$ cat src/rtl/ram_arbiter.sv
// Arbiter sharing the data-RAM slave port between CPU and DMA masters.
// Define ARB_FAIRNESS_EN for round-robin; otherwise CPU has fixed priority.
module ram_arbiter #(
   parameter int ADDR_WIDTH   = 32,
   parameter int DATA_WIDTH   = 32,
   parameter int RESP_TIMEOUT = 255
) (
   input  logic                  clock,
   input  logic                  reset,
   input  logic                  cpuReqValid,
   output logic                  cpuReqReady,
   input  logic                  cpuReqWrite,
   input  logic [ADDR_WIDTH-1:0] cpuReqAddress,
   input  logic [DATA_WIDTH-1:0] cpuReqWriteData,
   output logic                  cpuRespValid,
   output logic [DATA_WIDTH-1:0] cpuRespData,
   output logic                  cpuRespError,
   input  logic                  dmaReqValid,
   output logic                  dmaReqReady,
   input  logic                  dmaReqWrite,
   input  logic [ADDR_WIDTH-1:0] dmaReqAddress,
   input  logic [DATA_WIDTH-1:0] dmaReqWriteData,
   output logic                  dmaRespValid,
   output logic [DATA_WIDTH-1:0] dmaRespData,
   output logic                  dmaRespError,
   output logic                  ramReqValid,
   input  logic                  ramReqReady,
   output logic                  ramReqWrite,
   output logic [ADDR_WIDTH-1:0] ramReqAddress,
   output logic [DATA_WIDTH-1:0] ramReqWriteData,
   input  logic                  ramRespValid,
   input  logic [DATA_WIDTH-1:0] ramRespData,
   output logic                  busy,
   output logic                  ownerIsDma
);

   typedef enum logic [1:0] {IDLE, ISSUE, WAIT_RESP} state_t;

   localparam int CNT_W = (RESP_TIMEOUT > 1) ? $clog2(RESP_TIMEOUT) : 1;
   localparam logic [CNT_W-1:0] LAST_CNT =
      CNT_W'((RESP_TIMEOUT > 0) ? RESP_TIMEOUT - 1 : 0);

   state_t                state, stateNext;
   logic                  latchedWrite;
   logic [ADDR_WIDTH-1:0] latchedAddress;
   logic [DATA_WIDTH-1:0] latchedData;
   logic                  ownerDma;
   logic [CNT_W-1:0]      counter;
   logic                  anyValid;
   logic                  dmaWins;
   logic                  timedOut;
   logic                  respFire;
   logic                  respErr;
   logic [DATA_WIDTH-1:0] respData;

   assign anyValid = cpuReqValid | dmaReqValid;

`ifdef ARB_FAIRNESS_EN
   logic lastGrantDma;

   // On a tie, the master that was not granted last wins
   assign dmaWins = dmaReqValid & (~cpuReqValid | ~lastGrantDma);

   always_ff @(posedge clock) begin
      if (reset) begin
         lastGrantDma <= 1'b1;
      end else if (state == IDLE && anyValid) begin
         lastGrantDma <= dmaWins;
      end
   end
`else
   assign dmaWins = dmaReqValid & ~cpuReqValid;
`endif

   assign timedOut = (RESP_TIMEOUT != 0) && (counter == LAST_CNT);

   always_comb begin
      stateNext    = state;
      cpuReqReady  = 1'b0;
      dmaReqReady  = 1'b0;
      ramReqValid  = 1'b0;
      respFire     = 1'b0;
      respErr      = 1'b0;
      respData     = '0;
      if (!reset) begin
         unique case (state)
            IDLE: begin
               if (anyValid) begin
                  cpuReqReady = ~dmaWins;
                  dmaReqReady = dmaWins;
                  stateNext   = ISSUE;
               end
            end
            ISSUE: begin
               ramReqValid = 1'b1;
               if (ramReqReady) stateNext = WAIT_RESP;
            end
            WAIT_RESP: begin
               if (ramRespValid) begin
                  respFire  = 1'b1;
                  respData  = latchedWrite ? '0 : ramRespData;
                  stateNext = IDLE;
               end else if (timedOut) begin
                  respFire  = 1'b1;
                  respErr   = 1'b1;
                  stateNext = IDLE;
               end
            end
            default: stateNext = IDLE;
         endcase
      end
   end

   always_ff @(posedge clock) begin
      if (reset) begin
         state          <= IDLE;
         latchedWrite   <= 1'b0;
         latchedAddress <= '0;
         latchedData    <= '0;
         ownerDma       <= 1'b0;
         counter        <= '0;
      end else begin
         state <= stateNext;
         if (state == IDLE && anyValid) begin
            latchedWrite   <= dmaWins ? dmaReqWrite : cpuReqWrite;
            latchedAddress <= dmaWins ? dmaReqAddress : cpuReqAddress;
            latchedData    <= dmaWins ? dmaReqWriteData : cpuReqWriteData;
            ownerDma       <= dmaWins;
         end
         // Saturating so a long stall never wraps back below the limit
         if (state == ISSUE) begin
            counter <= '0;
         end else if (state == WAIT_RESP && counter != '1) begin
            counter <= counter + 1'b1;
         end
      end
   end

   assign ramReqWrite     = latchedWrite;
   assign ramReqAddress   = latchedAddress;
   assign ramReqWriteData = latchedData;

   assign cpuRespValid = respFire & ~ownerDma;
   assign cpuRespError = respErr & ~ownerDma;
   assign cpuRespData  = ownerDma ? '0 : respData;
   assign dmaRespValid = respFire & ownerDma;
   assign dmaRespError = respErr & ownerDma;
   assign dmaRespData  = ownerDma ? respData : '0;

   assign busy       = (state != IDLE);
   assign ownerIsDma = ownerDma;

endmodule

$ cat config.mk
export PLATFORM = sky130hd
export DESIGN_NAME = ram_arbiter
export DESIGN_NICKNAME = d
export VERILOG_FILES = /design/src/rtl/ram_arbiter.sv
export SDC_FILE = /design/constraint.sdc
export NUM_CORES = 1
export LEC_CHECK = 0
export CAP_MARGIN = 20
export CORE_AREA = 4 4 115 117
export CTS_BUF_LIST = sky130_fd_sc_hd__clkbuf_4
export DETAILED_ROUTE_END_ITERATION = 8
export DIE_AREA = 0 0 119 121
export PLACE_DENSITY_LB_ADDON = 0.3
export RECOVER_POWER = 50
export REMOVE_ABC_BUFFERS = 1
export SLEW_MARGIN = 20
export SYNTH_ARGS = -nofsm -noshare
export SYNTH_HDL_FRONTEND = slang
export SYNTH_SLANG_ARGS = --single-unit
export TNS_END_PERCENT = 1
$ cat constraint.sdc
create_clock -name clock -period 4.3 [get_ports clock]
set_clock_uncertainty 0.05 [all_clocks]
set_input_delay 0.86 -clock clock [delete_from_list [all_inputs] [get_ports clock]]
set_output_delay 0.86 -clock clock [all_outputs]
set_load 0.05 [all_outputs]
==> summary.md, run 1 <==
| Metric | Value |
|---|---|
| Starting Density | approximately a third |
| Pin count of the biggest net entering global routing | 66 |
| Power density over the cells | ~280 nW/µm² |
| Final Setup Violations | 0 |
| Startpoint Class | flop |
| Unique cell type count in the Yosys netlist | 38 |
| Commonest non-fill, non-tap cell in the layout | clkdlybuf4s50_1 |
| Synth top area cells | dfxtp_1, mux2i_1, a211oi_1 |
| Vias in the first global route | about 4,600 |
| Worst Path Required | roughly 3.4 ns |
| Max cap viols | 0 |
| Total power | 2.20 mW |
| Crit-path max FO | 19 |
| Worst min path class | flop to flop |
| Post-Route WL | between 15,000 and 20,000 µm |
| Fin crit period | 3.75 ns |
| GRT Total Usage | a little over a fifth |
| DRC errors left | 0 |
| WL/cell | between 15 and 20 µm |
| CP endpoint kind | output port |
| Slew headroom | approximately a fifth |
| Post-synthesis sequential area ratio | 37.3% |
| CP Class | flop to output port |
| Slowest CP cell | nor2_1 |
| Area grow syn2layout | 95.4% |
| Vias | 4,550 |
| Chip height | around 120 µm |
| Setup slack after layout | around 0.55 ns |
| Via density | ~5 |
| Initial antenna violation count | 0 |
| CTS root buffer | clkbuf_4 |
| NetSw | roughly 0.9 mW |
| Sequential Power Share | a little under two fifths |
| Multi-input gate area | between 2000 and 2500 µm² |
| Post-synth top area share | between 30 and 40% |
| Final core occ | between 60% and 70% |
| Antenna Nets Post-Route | 0 |
| #FFs+latches synth | 76 |
| Post-CTS Resized | 0 |
| Arrival @ worst endpoint | 2.84 ns |
| Gpl congestion | 0.801 |
| Pleak | approximately 3.4 nW |
| Max clock buf depth | 2 |
| # placed instances | around 900 |
| Share of cells above drive strength 1 | ~13% |
| Leading area contributor after synthesis | dfxtp_1 |
| Die width | between 100 and 150 µm |
| First-pass GRT wire length | roughly 24,000 µm |
| CTS Sinks | 76 |
| Layout net count | roughly 900 |
| Highest clock rate | between 200 and 300 MHz |
| Aggregate global routing overflow | 0 |
| Crit share post-route | between 80% and 90% |
| Htree depth | 3 |
| Dpl hpwl | roughly 13,000 µm |
| Family with the most delay on the worst path | simple AND/OR/NAND/NOR gates |
| Worst Max-Slew Pin Slew | 1.21 ns |
| Num CTS Buffers | 9 |
| Comb pwr share | 42.5% |
| Status | finished clean |
| CTS tree | yes |
| I/O Buffers | between 300 and 400 |
| RSZ-0062 raised after global routing | no |
| Synthesized cell area | between 4000 and 5000 µm² |
| Warnings, synthesis | 0 |
| Sw frac | ~40% |
| Max incr delay on CP | 0.95 ns |
| Pre-CTS WS | ~0.66 ns |
| Clk pwr share | between 10% and 20% |
| Register area | 1520 µm² |
| I/O Pins | approximately 310 |
| DR iter-0 viols | ~180 |
| Most frequent cells in the layout | clkdlybuf4s50_1, dfxtp_1, a211oi_1 |
| Crit path buf inv count | 1 |
| Synthesized instance count | approximately 450 |
| Fillers | between 1,000 and 1,500 |
| Antenna Cells | 0 |
| Count of final hold-check violations | 0 |
| Die footprint | approximately 14,000 µm² |
| Max rail drop VDD | ~0.16 mV |
| Pint | approximately 1.3 mW |
| Placement Rows | 41 |
| Clk_lat worst skew | 0.40 ns |
| CP Cell Sequence | nor2_1, and3_1, clkdlybuf4s50_1 |
| Finished Layout Cells | 906 |
| Total core area | 12,400 µm² |
| Max Slew Vio Count | 0 |
| 1st-pass router iterations | 4 |
| Hold_buf cts | 0 |
| CTS clk-pin slew, worst paths | 0.11 ns |
| Synth Area per Inst | around 9.1 µm² |
| Setup bufs post-CTS | 0 |
-- through the flow --
stage                     hold slack [ns]  cell area, µm²  setup TNS (ns)
final                               0.472            7960               0
after global routing                0.497            7960               0
after CTS                           0.478            7980               0
after detailed placement            0.462            7840               0
after global placement              0.433            7840               0
after floorplan                     0.415            3860           -1.30
-- synthesized netlist by cell type (all sizes together) --
| cell type | instances |
|---|---|
| mux2i | 67 |
| a31oi | 5 |
| a22o | 1 |
| inv | 7 |
| nor3 | 4 |
| nor3b | 1 |
| nor2 | 3 |
| nor4 | 2 |
| and2 | 67 |
| a21oi | 67 |
| nor4b | 2 |
| or3b | 1 |
| nand2b | 4 |
| a221oi | 1 |
| and3 | 2 |
| and4 | 2 |
| and4b | 1 |
| clkbuf | 24 |
| dfxtp | 76 |
| a311oi | 2 |
| nand3b | 1 |
| or2 | 1 |
| a31o | 1 |
| buf | 21 |
| nand2 | 4 |
| nor2b | 2 |
| a211oi | 69 |
| a21o | 1 |
| ha | 2 |
| o21ai | 1 |
| nand3 | 5 |
| o41ai | 1 |
| or4 | 1 |
-- area by class of cell --
class / instances / area share [%]
Inverter: 7 / 0.330
Clock inverter: 7 / 0.848
Sequential cell: 76 / 19.1
Tap cell: 172 / 2.70
Timing Repair Buffer: 314 / 47.0
Clock buffer: 9 / 0.848
Multi-Input combinational cell: 321 / 29.1
-- worst reg2reg max path: stages, from the launching register on --
cell and delay [ns]:
dfxtp_1 0.40, nor2_1 0.95, buf_4 0.47, and2_2 0.58, clkbuf_2 0.74, a211oi_1 0.20
-- logic make-up after synthesis --
family / synth area share, %
buffers and inverters: 5.99
muxes: 16.5
AOI/OAI and AO/OA: 23.3
adders and majority gates: 0.614
DFF: 37.3
and+or+nand+nor: 16.3
-- sequential cells by signal (all words and copies together) (netlist names) --
register	count
ramReqAddress	32
ramReqWriteData	32
counter	8
state	2
ownerIsDma	1
ramReqWrite	1
-- routing by layer --
metal | share of wire, % | routed length, µm | GRT usage (%) | up-vias
met5 | 0 | 0 | 0 | -
met4 | 2.5 | 390 | 7.75 | 0
met3 | 7.9 | 1240 | 5.55 | 21
met2 | 53 | 8360 | 38.6 | 212
met1 | 37 | 5760 | 22.8 | 2099
li1 | - | - | - | 2218
-- power by group through the flow --
stage / Clock, mW / Sequential, mW / Combinational [mW]
final: 0.428 / 0.839 / 0.936
after global routing: 0.470 / 0.850 / 0.990
after CTS: 0.440 / 0.844 / 0.974
after detailed placement: 0 / 0.859 / 0.972
after global placement: 0 / 0.853 / 0.958
after floorplan: 0 / 1.14 / 0.256
-- worst paths after layout --
check,from,to,slack (ns),cells past startpoint
setup / recovery,state[1],cpuReqReady,0.55,3
hold / removal,ramReqWriteData[20],ramReqWriteData[20],0.47,2
setup reg to reg,state[1],ramReqAddress[6],0.77,5
hold reg to reg,ramReqWriteData[20],ramReqWriteData[20],0.47,2
(Power assumes the default switching activity.)
==> run 2: changes to the inputs <==
Settings changed: GPL_ROUTABILITY_DRIVEN set to 0.
==> results of run 2 <==
The final DEF is identical to that of run 1; final timing and power are the same.
